File: config.mk
export PLATFORM = sky130hd
export DESIGN_NAME = alu_seq_flat
export DESIGN_NICKNAME = d
export VERILOG_FILES = /design/src/rtl/alu_seq_if.sv /design/src/rtl/alu_seq.sv /design/src/flat_wrapper.sv
export SDC_FILE = /design/constraint.sdc
export NUM_CORES = 1
export LEC_CHECK = 0
export CAP_MARGIN = 15
export CORE_MARGIN = 2
export CORE_UTILIZATION = 39
export DETAILED_ROUTE_END_ITERATION = 7
export GPL_ROUTABILITY_DRIVEN = 0
export HOLD_SLACK_MARGIN = 0.1
export SKIP_LAST_GASP = 1
export SLEW_MARGIN = 25
export SYNTH_ARGS = -nofsm -noshare
export SYNTH_HDL_FRONTEND = slang
export SYNTH_SLANG_ARGS = --single-unit
File: constraint.sdc
create_clock -name clk -period 3.35 [get_ports clk]
set_clock_uncertainty 0.1 [all_clocks]
set_input_delay 0.67 -clock clk [delete_from_list [all_inputs] [get_ports clk]]
set_output_delay 0.67 -clock clk [all_outputs]
set_load 0.02 [all_outputs]
File: src/rtl/alu_seq_if.sv
// Handshake bundle for alu_seq: operand/op input channel, result output channel
// and the multiplier busy indication.
interface alu_seq_if #(
  parameter int WIDTH = 8
);
  logic             in_valid;
  logic             in_ready;
  logic [WIDTH-1:0] A;
  logic [WIDTH-1:0] B;
  logic [3:0]       op;
  logic             out_valid;
  logic             out_ready;
  logic [WIDTH-1:0] result;
  logic [WIDTH-1:0] mul_high;
  logic [3:0]       SREG;
  logic             busy;

  // Producer/consumer side (register-file read stage and writeback)
  modport master (
    output in_valid, A, B, op, out_ready,
    input  in_ready, out_valid, result, mul_high, SREG, busy
  );

  // ALU side
  modport slave (
    input  in_valid, A, B, op, out_ready,
    output in_ready, out_valid, result, mul_high, SREG, busy
  );
endinterface

File: src/rtl/alu_seq.sv
// alu_seq: handshaked ALU with single-cycle ops and a shift-add multiplier.
// Results, the high product half and {V,N,C,Z} flags are registered and held
// until the consumer takes them.
module alu_seq #(
  parameter int WIDTH  = 8,
  parameter int MUL_EN = 1
) (
  input logic      clk,
  input logic      rst_n,
  alu_seq_if.slave bus
);
  localparam int            SW       = $clog2(WIDTH);
  localparam int            MSB      = WIDTH - 1;
  localparam logic [SW-1:0] LAST_CNT = SW'(WIDTH - 1);
  localparam logic [SW:0]   W_FULL   = (SW + 1)'(WIDTH);
  localparam logic          MUL_ON   = (MUL_EN != 0);

  localparam logic [3:0] OP_ADD = 4'd0,  OP_SUB = 4'd1,  OP_MUL = 4'd2,  OP_AND = 4'd3;
  localparam logic [3:0] OP_OR  = 4'd4,  OP_XOR = 4'd5,  OP_NOR = 4'd6,  OP_CMP = 4'd7;
  localparam logic [3:0] OP_SHL = 4'd8,  OP_SHR = 4'd9,  OP_SAR = 4'd10, OP_ROL = 4'd11;
  localparam logic [3:0] OP_ROR = 4'd12, OP_INC = 4'd13, OP_DEC = 4'd14, OP_PSB = 4'd15;

  typedef enum logic [1:0] {S_IDLE = 2'd0, S_MUL = 2'd1, S_DONE = 2'd2} state_t;

  state_t           r_state, w_state_nxt;
  logic [SW-1:0]    r_cnt;
  logic [WIDTH-1:0] r_mcand, r_acc_hi, r_acc_lo;
  logic [WIDTH-1:0] r_result, r_mul_high;
  logic [3:0]       r_sreg;
  logic             r_out_valid, r_busy;

  logic w_in_ready, w_accept, w_consume, w_is_mul;
  logic w_mul_start, w_single_load, w_mul_last;

  // Single-cycle datapath intermediates
  logic [WIDTH:0]   w_sum, w_diff, w_inc, w_dec, w_shl_wide, w_shr_wide;
  logic [WIDTH-1:0] w_sar, w_rol, w_ror;
  logic [SW-1:0]    w_amt;
  logic [SW:0]      w_rot_amt;
  logic [WIDTH-1:0] w_res, w_fsrc;
  logic             w_c, w_v;
  logic [3:0]       w_sreg;

  // Multiplier step intermediates
  logic [WIDTH:0]   w_step_sum;
  logic [WIDTH-1:0] w_step_hi, w_step_lo;
  logic [3:0]       w_mul_sreg;

  assign w_in_ready    = (r_state == S_IDLE) & (~r_out_valid | bus.out_ready);
  assign w_accept      = bus.in_valid & w_in_ready;
  assign w_consume     = r_out_valid & bus.out_ready;
  assign w_is_mul      = (bus.op == OP_MUL) & MUL_ON;
  assign w_mul_start   = w_accept & w_is_mul;
  assign w_single_load = w_accept & ~w_is_mul;
  assign w_mul_last    = (r_state == S_MUL) & (r_cnt == LAST_CNT);

  // Carry/borrow-extended arithmetic; bit WIDTH is the carry or borrow out
  assign w_sum  = {1'b0, bus.A} + {1'b0, bus.B};
  assign w_diff = {1'b0, bus.A} - {1'b0, bus.B};
  assign w_inc  = {1'b0, bus.A} + {{WIDTH{1'b0}}, 1'b1};
  assign w_dec  = {1'b0, bus.A} - {{WIDTH{1'b0}}, 1'b1};

  // Shifters: the extra bit of each wide form catches the last bit moved out
  assign w_amt      = bus.B[SW-1:0];
  assign w_rot_amt  = W_FULL - {1'b0, w_amt};
  assign w_shl_wide = {1'b0, bus.A} << w_amt;
  assign w_shr_wide = {bus.A, 1'b0} >> w_amt;
  assign w_sar      = $signed(bus.A) >>> w_amt;
  assign w_rol      = (bus.A << w_amt) | (bus.A >> w_rot_amt);
  assign w_ror      = (bus.A >> w_amt) | (bus.A << w_rot_amt);

  // One shift-add iteration: conditionally add the multiplicand, shift {carry,hi,lo} right
  assign w_step_sum = {1'b0, r_acc_hi} + (r_acc_lo[0] ? {1'b0, r_mcand} : {(WIDTH + 1){1'b0}});
  assign w_step_hi  = w_step_sum[WIDTH:1];
  assign w_step_lo  = {w_step_sum[0], r_acc_lo[WIDTH-1:1]};
  assign w_mul_sreg = {(|w_step_hi), w_step_hi[MSB], (|w_step_hi), ~(|{w_step_hi, w_step_lo})};

  // Single-cycle result and flag selection
  always_comb begin
    w_res  = {WIDTH{1'b0}};
    w_fsrc = {WIDTH{1'b0}};
    w_c    = 1'b0;
    w_v    = 1'b0;
    w_sreg = 4'b0000;
    case (bus.op)
      OP_ADD: begin
        w_res = w_sum[MSB:0];
        w_c   = w_sum[WIDTH];
        w_v   = (bus.A[MSB] == bus.B[MSB]) & (w_sum[MSB] != bus.A[MSB]);
      end
      OP_SUB, OP_CMP: begin
        w_res = w_diff[MSB:0];
        w_c   = w_diff[WIDTH];
        w_v   = (bus.A[MSB] != bus.B[MSB]) & (w_diff[MSB] != bus.A[MSB]);
      end
      OP_MUL: begin
        w_res = {WIDTH{1'b0}};
        w_v   = 1'b1;
      end
      OP_AND: w_res = bus.A & bus.B;
      OP_OR:  w_res = bus.A | bus.B;
      OP_XOR: w_res = bus.A ^ bus.B;
      OP_NOR: w_res = ~(bus.A | bus.B);
      OP_SHL: begin
        w_res = w_shl_wide[MSB:0];
        w_c   = w_shl_wide[WIDTH];
      end
      OP_SHR: begin
        w_res = w_shr_wide[WIDTH:1];
        w_c   = w_shr_wide[0];
      end
      OP_SAR: begin
        w_res = w_sar;
        w_c   = w_shr_wide[0];
      end
      OP_ROL: begin
        w_res = w_rol;
        w_c   = w_shl_wide[WIDTH];
      end
      OP_ROR: begin
        w_res = w_ror;
        w_c   = w_shr_wide[0];
      end
      OP_INC: begin
        w_res = w_inc[MSB:0];
        w_c   = w_inc[WIDTH];
        w_v   = ~bus.A[MSB] & w_inc[MSB];
      end
      OP_DEC: begin
        w_res = w_dec[MSB:0];
        w_c   = w_dec[WIDTH];
        w_v   = bus.A[MSB] & ~w_dec[MSB];
      end
      OP_PSB:  w_res = bus.B;
      default: w_res = {WIDTH{1'b0}};
    endcase
    // CMP reports subtraction flags but passes A through as the result
    w_fsrc = w_res;
    w_res  = (bus.op == OP_CMP) ? bus.A : w_res;
    // The disabled multiplier reports overflow only
    w_sreg = (bus.op == OP_MUL) ? 4'b1000
                                : {w_v, w_fsrc[MSB], w_c, (w_fsrc == {WIDTH{1'b0}})};
  end

  // FSM state register
  always_ff @(posedge clk or negedge rst_n) begin
    if (!rst_n) r_state <= S_IDLE;
    else        r_state <= w_state_nxt;
  end

  // FSM next state: IDLE -> MUL on a multiply, MUL -> DONE after WIDTH steps, DONE -> IDLE on take
  always_comb begin
    w_state_nxt = r_state;
    case (r_state)
      S_IDLE:  w_state_nxt = w_mul_start ? S_MUL : S_IDLE;
      S_MUL:   w_state_nxt = (r_cnt == LAST_CNT) ? S_DONE : S_MUL;
      S_DONE:  w_state_nxt = bus.out_ready ? S_IDLE : S_DONE;
      default: w_state_nxt = S_IDLE;
    endcase
  end

  // Multiplier operand latch, accumulator iteration and busy flag
  always_ff @(posedge clk or negedge rst_n) begin
    if (!rst_n) begin
      r_mcand  <= {WIDTH{1'b0}};
      r_acc_hi <= {WIDTH{1'b0}};
      r_acc_lo <= {WIDTH{1'b0}};
      r_cnt    <= {SW{1'b0}};
      r_busy   <= 1'b0;
    end else if (w_mul_start) begin
      r_mcand  <= bus.A;
      r_acc_lo <= bus.B;
      r_acc_hi <= {WIDTH{1'b0}};
      r_cnt    <= {SW{1'b0}};
      r_busy   <= 1'b1;
    end else if (r_state == S_MUL) begin
      r_acc_hi <= w_step_hi;
      r_acc_lo <= w_step_lo;
      r_cnt    <= r_cnt + SW'(1);
      r_busy   <= ~w_mul_last;
    end
  end

  // Output registers: load on a single-cycle accept or the final multiply step, hold under back-pressure
  always_ff @(posedge clk or negedge rst_n) begin
    if (!rst_n) begin
      r_result    <= {WIDTH{1'b0}};
      r_mul_high  <= {WIDTH{1'b0}};
      r_sreg      <= 4'b0000;
      r_out_valid <= 1'b0;
    end else if (w_single_load) begin
      r_result    <= w_res;
      r_mul_high  <= {WIDTH{1'b0}};
      r_sreg      <= w_sreg;
      r_out_valid <= 1'b1;
    end else if (w_mul_last) begin
      r_result    <= w_step_lo;
      r_mul_high  <= w_step_hi;
      r_sreg      <= w_mul_sreg;
      r_out_valid <= 1'b1;
    end else if (w_consume) begin
      r_out_valid <= 1'b0;
    end
  end

  assign bus.in_ready  = w_in_ready;
  assign bus.out_valid = r_out_valid;
  assign bus.result    = r_result;
  assign bus.mul_high  = r_mul_high;
  assign bus.SREG      = r_sreg;
  assign bus.busy      = r_busy;
endmodule

File: src/flat_wrapper.sv
// flat-port wrapper written by rule: the top's interface ports become plain ports
module alu_seq_flat 
#(
  parameter int WIDTH  = 8,
  parameter int MUL_EN = 1
)
  (clk, rst_n, bus_in_valid, bus_A, bus_B, bus_op, bus_out_ready, bus_in_ready, bus_out_valid, bus_result, bus_mul_high, bus_SREG, bus_busy);
  alu_seq_if #(.WIDTH(WIDTH)) bus_i ();
  input logic clk;
  input logic rst_n;
  input wire logic [$bits(bus_i.in_valid)-1:0] bus_in_valid;
  input wire logic [$bits(bus_i.A)-1:0] bus_A;
  input wire logic [$bits(bus_i.B)-1:0] bus_B;
  input wire logic [$bits(bus_i.op)-1:0] bus_op;
  input wire logic [$bits(bus_i.out_ready)-1:0] bus_out_ready;
  output wire logic [$bits(bus_i.in_ready)-1:0] bus_in_ready;
  output wire logic [$bits(bus_i.out_valid)-1:0] bus_out_valid;
  output wire logic [$bits(bus_i.result)-1:0] bus_result;
  output wire logic [$bits(bus_i.mul_high)-1:0] bus_mul_high;
  output wire logic [$bits(bus_i.SREG)-1:0] bus_SREG;
  output wire logic [$bits(bus_i.busy)-1:0] bus_busy;
  assign bus_i.in_valid = bus_in_valid;
  assign bus_i.A = bus_A;
  assign bus_i.B = bus_B;
  assign bus_i.op = bus_op;
  assign bus_i.out_ready = bus_out_ready;
  assign bus_in_ready = bus_i.in_ready;
  assign bus_out_valid = bus_i.out_valid;
  assign bus_result = bus_i.result;
  assign bus_mul_high = bus_i.mul_high;
  assign bus_SREG = bus_i.SREG;
  assign bus_busy = bus_i.busy;
  alu_seq #(.WIDTH(WIDTH), .MUL_EN(MUL_EN)) u_core (.clk(clk), .rst_n(rst_n), .bus(bus_i));
endmodule
# Word-level counts from Yosys, hierarchy flattened
# Index checks and enable logic that the tools add are counted.
dict set report classes {
  n_addsub 7
  muxes 27
  shift 7
  n_eq_ne 22
  n_reduce_logical 11
  bitwise 23
}
# operator count
set ops {}
lappend ops {{case mux 8 bit (15 select lines)} 1}
lappend ops {{2-to-1 mux 8 bit} 10}
lappend ops {{equality test 4 bit (second input constant)} 8}
lappend ops {{bitwise OR 8 bit} 3}
lappend ops {{equality test 4 x 3 -> 1 bit (second input constant)} 4}
lappend ops {{OR reduction 16 bit} 1}
lappend ops {{2-to-1 mux 4 bit} 3}
lappend ops {{bitwise AND 1 bit} 10}
lappend ops {{adder 8 x 1 -> 9 bit (second input constant)} 1}
lappend ops {{adder 8 x 8 -> 9 bit} 1}
lappend ops {{adder 8 x 9 -> 9 bit} 1}
lappend ops {{<< shifter 8 x 3 -> 9 bit} 1}
lappend ops {{>> shifter 9 x 3 -> 9 bit} 1}
lappend ops {{subtractor 8 x 1 -> 9 bit (second input constant)} 1}
lappend ops {{subtractor 8 x 8 -> 9 bit} 1}
lappend ops {{bitwise AND 8 bit} 1}
lappend ops {{equality test 4 x 2 -> 1 bit (second input constant)} 2}
lappend ops {{logical NOT 8 bit} 1}
lappend ops {{inverter 8 bit} 1}
lappend ops {{OR reduction 8 bit} 1}
lappend ops {{<< shifter 8 x 3 -> 8 bit} 1}
lappend ops {{<< shifter 8 x 4 -> 8 bit} 1}
lappend ops {{>> shifter 8 x 3 -> 8 bit} 1}
lappend ops {{>> shifter 8 x 4 -> 8 bit} 1}
lappend ops {{24 further kinds} 40}
dict set report totals {
  reg_bits 51
  in_bits 24
}

# Depth between registers and ports, before layout
dict set report logic_depth {
  depth_word 7
  mapped_depth 13
  depth_no_buf 13
}

# Least setup slack after synthesis
# No wires, ideal clock.
dict set report synth_path {
  path_type {input to register}
  startpoint {input bus_B[1]}
  endpoint {register u_core.r_result[7] (netlist: u_core.bus.result[7])}
  setup_slack_ns -0.137
  path_buffers 2
  stages 13
  arrival_time_ns 3.261
  setup_time_ns 0.126
  required_ns 3.124
  cell_sequence {inv_1 -> clkbuf_1 -> ha_1 -> buf_2 -> inv_1 -> mux2i_1 -> or3_1 -> nand4_1 -> nor4_1 -> a21oi_1 -> o211a_1 -> and2_1 -> a221o_1}
}
dict set report synth_between {
  elab_chain_len 6
  elab_cells_between_ends 15
  classes_between {3 x add/sub; 7 x shift; 3 x mux; 2 x bitwise}
}
# element line
set synth_rtl {}
lappend synth_rtl {{from (decl)} flat_wrapper.sv:13} ;# input wire logic [$bits(bus_i.B)-1:0] bus_B;
lappend synth_rtl {{subtractor 4 x 3 -> 4 bit} alu_seq.sv:65} ;# assign w_rot_amt = W_FULL - {1'b0, w_amt};
lappend synth_rtl {{<< shifter 8 x 4 -> 8 bit or >> shifter 8 x 4 -> 8 bit (tied branches)} {alu_seq.sv:70, alu_seq.sv:69}}
lappend synth_rtl {{bitwise OR 8 bit, on equally long branches} {alu_seq.sv:70, alu_seq.sv:69}}
lappend synth_rtl {{case mux 8 bit (15 select lines) (*)} alu_seq.sv:85} ;# case (bus.op)
lappend synth_rtl {{2-to-1 mux 8 bit (*)} alu_seq.sv:139} ;# w_res = (bus.op == OP_CMP) ? bus.A : w_res;
lappend synth_rtl {{2-to-1 mux 8 bit (*)} alu_seq.sv:191} ;# end else if (w_single_load) begin
lappend synth_rtl {{to (signal assigned)} alu_seq.sv:187} ;# r_result <= {WIDTH{1'b0}};
lappend synth_rtl {{to (signal assigned)} alu_seq.sv:192} ;# r_result <= w_res;
lappend synth_rtl {{to (signal assigned)} alu_seq.sv:197} ;# r_result <= w_step_lo;
lappend synth_rtl {{to (decl)} alu_seq.sv:28} ;# logic [WIDTH-1:0] r_result, r_mul_high;
# Mark *: on every way between the ends. The rest lies on a longest branch, timed or not.
# A chain may end at the register's enable or synchronous reset.

# Final worst setup path
dict set report layout_path {
  startpoint {input bus_A[3]}
  endpoint {register u_core.r_result[7] (netlist: u_core.bus.result[7])}
}
dict set report layout_between {
  elab_chain_len 5
  elab_cells_between_ends 16
  classes_between {4 x add/sub; 7 x shift; 3 x mux; 2 x bitwise}
}
# element line
set layout_rtl {}
lappend layout_rtl {{from (decl)} flat_wrapper.sv:12} ;# input wire logic [$bits(bus_i.A)-1:0] bus_A;
lappend layout_rtl {{parallel branches: the longest is 2 deep, another holds subtractor 8 x 1 -> 9 bit} --}
lappend layout_rtl {{case mux 8 bit (15 select lines) (*)} alu_seq.sv:85}
lappend layout_rtl {{2-to-1 mux 8 bit (*)} alu_seq.sv:139}
lappend layout_rtl {{2-to-1 mux 8 bit (*)} alu_seq.sv:191}
# Every way passes the cells marked *.

==> flow_summary.ini <==
[pwr]
leakage_nw = 3.69
clkPwrFrac_pct = 15.9
ir_worst_vdd_v = 0.000257
switching_power_w = 0.00137
power.total_w = 0.00339
pwr-share-seq_pct = 29.1
power.density_nw_per_um2 = 420
combPwrFrac_pct = 54.9
p_int_w = 0.00202
netSwitchingFraction_pct = 40.5

[global_route]
grt_pass1_wl_um = 35400
grt_max_degree = 35
grt_pass1_vias = 6795
grt_usage_pct = 28.0
antenna_found_initial = 0
overflow = 0

[yosys]
synth_edf_count = 0
synthXorXnorAreaFrac_pct = 2.30
syn_area_um2 = 5720
synthSimpleGateAreaFrac_pct = 23.3
synth_compound_area_share_pct = 27.0
synth_top_family_by_area = compound AO/OA/AOI/OAI gates
synth_cell_types = 78
syn_nets = 803
synth.area.mux_share_pct = 8.77
synth-seq-area-share_pct = 22.3
synth_warnings = 0
synthAdderAreaFrac_pct = 10.0
synth_seq_cells = 51
syn_inst = 735
synthArstFlopShare_pct = 100
synthFlopType = dfrtp_1
avgSynthCellArea_um2 = 7.78

[detailed_routing]
firstDrtPassIters = 5
avgViaCountPerCell = 6.03
wire_per_inst_um = 20.2
totalWireLength_um = 22400
vias = 6691
drt-initial-drc-count = 701
antenna_left = 0
drc = 0

[worst_hold_path]
holdCritPathClass = input pin to async pin

[timing]
holdWs_ps = 189
max_freq_mhz = 306
finalHoldViolations = 0
post-route-period-util_pct = 97.4
slew_viol_final = 0
setup_viol = 0
worst_pin_slew_ps = 836
rsz0062_at_grt = false
fin_crit_ps = 3260
relSlewSlack_pct = 44.3

[worst_setup_path]
worstPathArrival_ps = 3340
setup.worst_path.start_class = input pin
worstSetupEndpointType = flip-flop
crit_start = bus_A[3]
crit_required_ps = 3430
critPathKind = input pin to flip-flop
crit_end = u_core.bus.result[7]$_DFFE_PN0P_
reg2reg_from = u_core.r_acc_lo[0]$_DFFE_PN0P_
ff2ff_path_depth = 13
r2r_slack_ps = 280
cp_max_fo = 9
r2r_end = u_core.bus.SREG[3]$_DFFE_PN0P_

[floorplan]
die_w_um = 125
fp.dieArea_um2 = 15700
coreArea_um2 = 14400
initial_utilization_pct = 39.7
num_rows = 44
io_pins = 47
die_y_um = 125

[clock_tree]
tritoncts = done
clk_latency_ps = 290
cts_buffers = 5
htreeDepth = 2
clock_path_buffers = 2
hold_buffers = 0
root_buffer = clkbuf_16
cts.clk_slew.worst_paths_ps = 70
clock_sinks = 51

[layout]
final_common_cell = buf_4
nFillCells = 1320
n_antenna_cell = 0
final_nets = 992
layout-drive-gt1-share_pct = 28.9
area_growth_pct = 40.8
mostFrequentLayoutCells = 171 x buf_4, 103 x nand2_1, 51 x dfrtp_1

[placed_design]
numPortBuffers = 46
post-dp-hpwl_um = 17200

[outcome]
outcome = completed

[run]
cap_violations = 0
==> sequential cells by signal, indices dropped and copies added (netlist names) <==
name                  flops
u_core.bus.SREG           4
u_core.bus.busy           1
u_core.bus.mul_high       8
u_core.bus.out_valid      1
u_core.bus.result         8
u_core.r_acc_hi           8
u_core.r_acc_lo           8
u_core.r_cnt              3
u_core.r_mcand            8
u_core.r_state            2
==> synth_stat cells, types with 8 or more instances <==
cell type  number  area [um^2]
nand2_1       103          387
mux2i_1        19          190
mux2_2         15          169
clkbuf_1       30          113
inv_1          31          116
nor2_1         40          150
nand2b_1       16          100
a31oi_1        13         81.3
o22ai_1        18          113
o21ai_1         8         40.0
a22oi_1        13         97.6
xnor2_1         9         78.8
buf_2          21          105
a21oi_1        40          200
and2_1         15         93.8
a21o_1          8         60.1
nor2b_1         8         50.1
o21ai_0        38          190
dfrtp_1        51         1280
ha_1           41          513
o211ai_1       12         90.1
nand3_1        19         95.1
nor3_1         24          120
nor4_1          8         50.1
==> how the worst min path moves through the flow <==
stage / cells past startpoint / to / startpoint
after detailed placement: 1 / u_core.r_mcand[6]$_DFFE_PN0P_ / u_core.r_mcand[6]$_DFFE_PN0P_
after CTS: 1 / u_core.r_state[1]$_DFF_PN0_ / rst_n
after floorplan: 0 / u_core.bus.SREG[0]$_DFFE_PN0P_ / rst_n
final: 1 / u_core.r_state[1]$_DFF_PN0_ / rst_n
after global placement: 1 / u_core.r_mcand[5]$_DFFE_PN0P_ / u_core.r_mcand[5]$_DFFE_PN0P_
after global routing: 1 / u_core.r_state[1]$_DFF_PN0_ / rst_n
==> cells by family after synthesis <==
family,after synthesis
AOI/OAI and AO/OA,227
xor gates and xnor gates,15
adders and majority gates,44
buffers and inverters,87
DFF,51
muxes,41
and+or+nand+nor,270
==> stage by stage <==
| step | area [um^2] | util (%) | setup TNS, ps | setup WS, ps | std cells |
|---|---|---|---|---|---|
| final | 8060 | 55.9 | 0 | 85.6 | 1109 |
| after global routing | 8060 | 55.9 | 0 | 5.54 | 1109 |
| after CTS | 7960 | 55.2 | -44.6 | -24.5 | 1105 |
| after detailed placement | 7520 | 52.1 | -5500 | -809 | 1085 |
| after global placement | 7520 | 52.1 | -4670 | -718 | 1085 |
| after floorplan | 5720 | - | 0 | 26.6 | 735 |
==> layout make-up <==
cell class,count,area [um^2],area share [%]
clock inverters,1,7.51,0.0932
multi-input cells,597,4260,52.8
well taps,184,230,2.86
repair buffers,236,2010,24.9
flip-flops and latches,51,1280,15.8
clock buffers,7,153,1.89
inverters,33,126,1.57
==> per-layer routing <==
metal | track usage [%] | vias to the layer above | wire length, um
li1 | - | 3084 | -
met1 | 35.4 | 3136 | 8930
met2 | 47.0 | 380 | 10400
met3 | 3.55 | 91 | 1860
met4 | 14.4 | 0 | 1190
met5 | 0 | - | 0
==> critical path: stages <==
cell and delay (ps):
clkdlybuf4s15_2 250, buf_6 140, buf_4 170, mux2_2 300, mux2i_2 190, or3_1 130
nand4_1 170, nor4_2 320, buf_4 170, a21oi_1 60, o211a_1 240, and2_1 180
a221o_1 330
==> what timing repair did <==
action                     in CTS  in global routing
resized for setup              61                 23
setup endpoints to repair       9                  9
pin swaps                      12                 13
buffers inserted               11                  4
gates cloned                    2                  0
==> power by group through the flow <==
stage | clock (W) | sequential [W] | combinational (W)
finish | 0.000540 | 0.000986 | 0.00186
global route | 0.000583 | 0.00102 | 0.00202
CTS | 0.000556 | 0.000985 | 0.00183
detailed placement | 0 | 0.000996 | 0.00177
global placement | 0 | 0.000984 | 0.00174
floorplan | 0 | 0.00105 | 0.000952
Power figures use the tool's default switching activity.
